**src/rtl/nbcac_dec_arbiter.sv**
```systemverilog
// nbcac_dec_arbiter: round-robin arbiter sharing one combinational 11-bit
// NBCAC decoder among NREQ receive channels, with a registered valid/ready
// result slot tagged with the winning requester ID.
// Optional range checking (out_err / err_cnt) is enabled by defining
// NBCAC_DEC_RANGE_CHECK_EN; otherwise those outputs are tied to zero.

module nbcac_11di_decoder_core (
    input  logic [15:0] code,
    output logic [10:0] data
);
    // Weight of codeword bit k (decoder input d[k+1])
    localparam logic [10:0] WEIGHT [16] = '{
        11'd1,   11'd1220, 11'd754, 11'd466, 11'd288, 11'd178, 11'd110, 11'd68,
        11'd42,  11'd26,   11'd16,  11'd10,  11'd6,   11'd4,   11'd2,   11'd2
    };

    // Weighted sum of set codeword bits, modulo 2048
    always_comb begin
        data = '0;
        for (int unsigned k = 0; k < 16; k++) begin
            if (code[k]) data = data + WEIGHT[k];
        end
    end
endmodule

module nbcac_dec_arbiter #(
    parameter int NREQ = 4,
    parameter int IDW  = 2
) (
    input  logic               clk,
    input  logic               rst_n,
    input  logic [NREQ-1:0]    req_valid,
    output logic [NREQ-1:0]    req_ready,
    input  logic [16*NREQ-1:0] req_code,
    output logic               out_valid,
    input  logic               out_ready,
    output logic [10:0]        out_data,
    output logic [IDW-1:0]     out_id,
    output logic               out_err,
    output logic [7:0]         err_cnt,
    input  logic               err_clr
);
    localparam int unsigned NREQ_U = NREQ;

    logic            out_valid_q, out_valid_d;
    logic [10:0]     out_data_q, out_data_d;
    logic [IDW-1:0]  out_id_q, out_id_d;
    logic [IDW-1:0]  ptr_q, ptr_d;

    logic            slot_free;
    logic            grant_hit;
    logic [IDW-1:0]  grant;
    logic            accept;
    logic [15:0]     sel_code;
    logic [10:0]     dec_data;
    int unsigned     scan_idx;

    // Round-robin search from the pointer upward, wrapping at NREQ-1
    always_comb begin
        grant     = '0;
        grant_hit = 1'b0;
        scan_idx  = 0;
        for (int unsigned i = 0; i < NREQ_U; i++) begin
            scan_idx = (32'(ptr_q) + i) % NREQ_U;
            if (!grant_hit && req_valid[scan_idx]) begin
                grant_hit = 1'b1;
                grant     = scan_idx[IDW-1:0];
            end
        end
    end

    assign slot_free = !out_valid_q || out_ready;
    assign accept    = slot_free && grant_hit;
    assign sel_code  = req_code[16*grant +: 16];

    // Only the granted requester sees ready, and only when the slot can load
    always_comb begin
        req_ready = '0;
        if (accept) req_ready[grant] = 1'b1;
    end

    nbcac_11di_decoder_core u_core (
        .code (sel_code),
        .data (dec_data)
    );

    // Output slot and pointer next-state: reload on accept, drain otherwise
    always_comb begin
        out_valid_d = out_valid_q;
        out_data_d  = out_data_q;
        out_id_d    = out_id_q;
        ptr_d       = ptr_q;
        if (accept) begin
            out_valid_d = 1'b1;
            out_data_d  = dec_data;
            out_id_d    = grant;
            ptr_d       = (grant == IDW'(NREQ_U - 1)) ? '0 : grant + 1'b1;
        end else if (out_ready) begin
            out_valid_d = 1'b0;
        end
    end

    // Slot and pointer registers
    always_ff @(posedge clk or negedge rst_n) begin
        if (!rst_n) begin
            out_valid_q <= 1'b0;
            out_data_q  <= '0;
            out_id_q    <= '0;
            ptr_q       <= '0;
        end else begin
            out_valid_q <= out_valid_d;
            out_data_q  <= out_data_d;
            out_id_q    <= out_id_d;
            ptr_q       <= ptr_d;
        end
    end

    assign out_valid = out_valid_q;
    assign out_data  = out_data_q;
    assign out_id    = out_id_q;

`ifdef NBCAC_DEC_RANGE_CHECK_EN
    localparam logic [11:0] WEIGHT12 [16] = '{
        12'd1,   12'd1220, 12'd754, 12'd466, 12'd288, 12'd178, 12'd110, 12'd68,
        12'd42,  12'd26,   12'd16,  12'd10,  12'd6,   12'd4,   12'd2,   12'd2
    };

    logic [11:0] sum12;
    logic        out_err_q, out_err_d;
    logic [7:0]  err_cnt_q, err_cnt_d;

    // Untruncated sum of the selected codeword; bit 11 flags overflow past 2047
    always_comb begin
        sum12 = '0;
        for (int unsigned k = 0; k < 16; k++) begin
            if (sel_code[k]) sum12 = sum12 + WEIGHT12[k];
        end
    end

    // Error flag follows the data slot; counter saturates, clear wins
    always_comb begin
        out_err_d = out_err_q;
        err_cnt_d = err_cnt_q;
        if (accept) begin
            out_err_d = sum12[11];
            if (sum12[11] && err_cnt_q != '1) err_cnt_d = err_cnt_q + 8'd1;
        end
        if (err_clr) err_cnt_d = '0;
    end

    // Error registers
    always_ff @(posedge clk or negedge rst_n) begin
        if (!rst_n) begin
            out_err_q <= 1'b0;
            err_cnt_q <= '0;
        end else begin
            out_err_q <= out_err_d;
            err_cnt_q <= err_cnt_d;
        end
    end

    assign out_err = out_err_q;
    assign err_cnt = err_cnt_q;
`else
    logic unused_err_clr;

    assign unused_err_clr = err_clr;
    assign out_err        = 1'b0;
    assign err_cnt        = '0;
`endif
endmodule
```
**config.mk**
```make
export PLATFORM = sky130hd
export DESIGN_NAME = nbcac_dec_arbiter
export DESIGN_NICKNAME = d
export VERILOG_FILES = /design/src/rtl/nbcac_dec_arbiter.sv
export SDC_FILE = /design/constraint.sdc
export NUM_CORES = 1
export LEC_CHECK = 0
export ABC_AREA = 1
export CAP_MARGIN = 0
export CORE_UTILIZATION = 55
export CTS_BUF_LIST = sky130_fd_sc_hd__clkbuf_2 sky130_fd_sc_hd__clkbuf_4 sky130_fd_sc_hd__clkbuf_8
export CTS_CLUSTER_DIAMETER = 60
export DETAILED_ROUTE_END_ITERATION = 8
export PLACE_DENSITY = 0.87
export SYNTH_ARGS = -nofsm -noshare
export SYNTH_HDL_FRONTEND = slang
export SYNTH_SLANG_ARGS = --single-unit
```
**constraint.sdc**
```tcl
create_clock -name clk -period 8.3 [get_ports clk]
set_input_delay 0.83 -clock clk [delete_from_list [all_inputs] [get_ports clk]]
set_output_delay 0.83 -clock clk [all_outputs]
set_load 0.005 [all_outputs]
```
==> metrics.txt <==
antenna violations before repair 0; worst hold path class flip-flop to flip-flop; GRT Overall Usage approximately 25%; Syn Inst Count around 1000; final wirelength around 13000 um; total die area around 9500 sq um; met1 usage between 30% and 40%; Post-synth EDFFs 0; first drt pass iteration count 4; 1st-iter DRT viols roughly 190; P&R area growth vs syn 30.5%; Max Slew Vio Count 0; GR peak layer met2; core area between 8000 and 9000 sq um; Port-buffer cells just under 90; Max Root-Sink Buffers 2; htree depth 1; Clock Skew ~0.0015 ns; Syn Area/Cell between 5 and 6 sq um; # setup viols final 0; commonest cells after routing, fill and taps aside nand2_1 (373), inv_1 (133), nand3_1 (103); num rows 34; Final Hold Fails 0; final RePlAce weighted congestion 0.915; Sink Count 16; io pins 99; WL/cell 10.8 um; Layout Nets 1198; Clock transition at path regs roughly 0.06 ns; remaining global-route overflow 0; Rel. slew slack around half; Final Cell Area 6550 sq um; CP Data Arrival Time 8.05 ns; final-layout fill cell count 727; Via density 5.03; Placed Area between 6000 and 7000 sq um; Setup crit end kind flip-flop; status complete, no violations; met2 GRT Util about half; DP Wirelength about 9900 um; CTS Buf Count 3; met3 usage 1.87%; critical path's slowest cell clkdlybuf4s50_1; largest net degree at the start of global routing 26; Ys Warns 0; period utilization approximately 95%; post-layout minimum cycle time ~8 ns; most common cell after layout, fill and taps aside nand2_1; worst endpoint required time between 8 and 9 ns; cell mode on critical path inv_1; first-pass GRT wire length about 21000 um; CTS root buf clkbuf_8; FMAX about 130 MHz; vias post-DR 6095; share of cells above drive strength 1 about 18%; register area share after synthesis 7.98%; clock latency on the worst-skew pair 0.25 ns; Synth Cell Area around 5000 sq um; Yosys reg bits 16; diodes inserted 0; asr flop ratio synth 100%; Routed Antenna Nets 0; Most used DFF post-synth dfrtp_1; post-synthesis cell type count 44; Die Span X between 90 and 100 um; Max-Cap Viols 0; CTS tree done; vias in the first global route 5515; critical path class input port to flip-flop; initial core utilization a little under three fifths; CP startpoint kind input port; # hold bufs at CTS 0; Slew @ Worst Pin between 0.7 and 0.8 ns; drc violations 0; Die Height between 90 and 100 um; critical path's largest stage delay roughly 0.47 ns; crit-path max FO 9
[sequential cells by signal (all words and copies together) (netlist names)]
register   cells
out_data      11
out_id         2
out_valid      1
ptr_q          2
[final cells by class]
class | count | area [sq um] | share of cell area [%]
clock buffers | 4 | 55.1 | 0.841
flip-flops and latches | 16 | 400 | 6.12
well taps | 108 | 135 | 2.06
multi-input cells | 791 | 4060 | 62.0
repair buffers | 142 | 1320 | 20.2
inverters | 151 | 572 | 8.73
[timing repair]
action / 4_1_cts / 5_1_grt
setup buffers: 0 / 18
resized for setup: 0 / 48
endpoints found under the setup margin: 0 / 9
[stage by stage]
stage / std cells / hold WS (ns) / util [%] / setup WS [ns] / setup TNS (ns)
2_1_floorplan: 983 / 0.473 / - / 0.611 / 0
3_3_place_gp: 1188 / 0.464 / 70.2 / 0.0999 / 0
3_5_place_dp: 1188 / 0.474 / 70.2 / -0.0717 / -0.0717
4_1_cts: 1192 / 0.489 / 70.8 / 0.146 / 0
5_1_grt: 1212 / 0.507 / 74.7 / -0.228 / -0.598
6_report: 1212 / 0.480 / 74.7 / 0.382 / 0
[cell usage after synthesis, types with 2 or more instances]
master    instances  area share, %
or2_2             3           0.37
buf_4            11            1.6
nor2_2           15            1.9
o31ai_1           3           0.45
ha_1             21            5.2
nand3_2          18            3.6
nand3b_1          7            1.0
buf_6             4           0.90
o21ai_1           6           0.60
buf_2             5           0.50
clkbuf_1          3           0.22
nand2_2          47            5.9
inv_2             8           0.60
nand3_1         111             11
nor2_4            2           0.45
nand2_4           6            1.3
xnor2_1           3           0.52
nand2_1         386             29
nor2_1           88            6.6
xor2_1            4           0.70
buf_1             2           0.15
nand4_1          19            2.4
a21oi_1           5           0.50
clkinv_1          2           0.15
dfrtp_1          16            8.0
o21ai_0          23            2.3
inv_1           140             10
[worst paths after layout]
kind,startpoint,endpoint,slack (ns),cells past startpoint
min,out_data[10],out_data[10],0.48,2
min in group asynchronous,rst_n,out_data[6],1.00,1
max in group asynchronous,rst_n,out_data[0],6.87,1
max reg2reg,ptr_q[0],out_data[10],0.62,50
max,req_valid[1],out_data[10],0.38,51
min reg2reg,out_data[10],out_data[10],0.48,2
[layer usage]
layer,routed length [um],share of wire [%]
met4,287,2.2
met3,570,4.4
met1,5790,44
met2,6430,49
met5,0,0
[critical path, delay by kind of cell]
family / cells / cell delay [ns]
simple gates: 26 / 3.10
compound gates: 5 / 0.60
fa+ha+maj: 8 / 2.05
buf+inv: 12 / 1.44
[cell families after synthesis]
kind of cell | synth area share (%)
xor+xnor | 2.42
other cells | 0.0747
fa+ha+maj | 5.24
buf+inv | 15.1
simple gates | 64.4
compound gates | 4.81
flops | 7.98
Power is left out: the tool's default activity adds up to more than one toggle a clock period on the data nets, which glitch-free logic cannot reach.
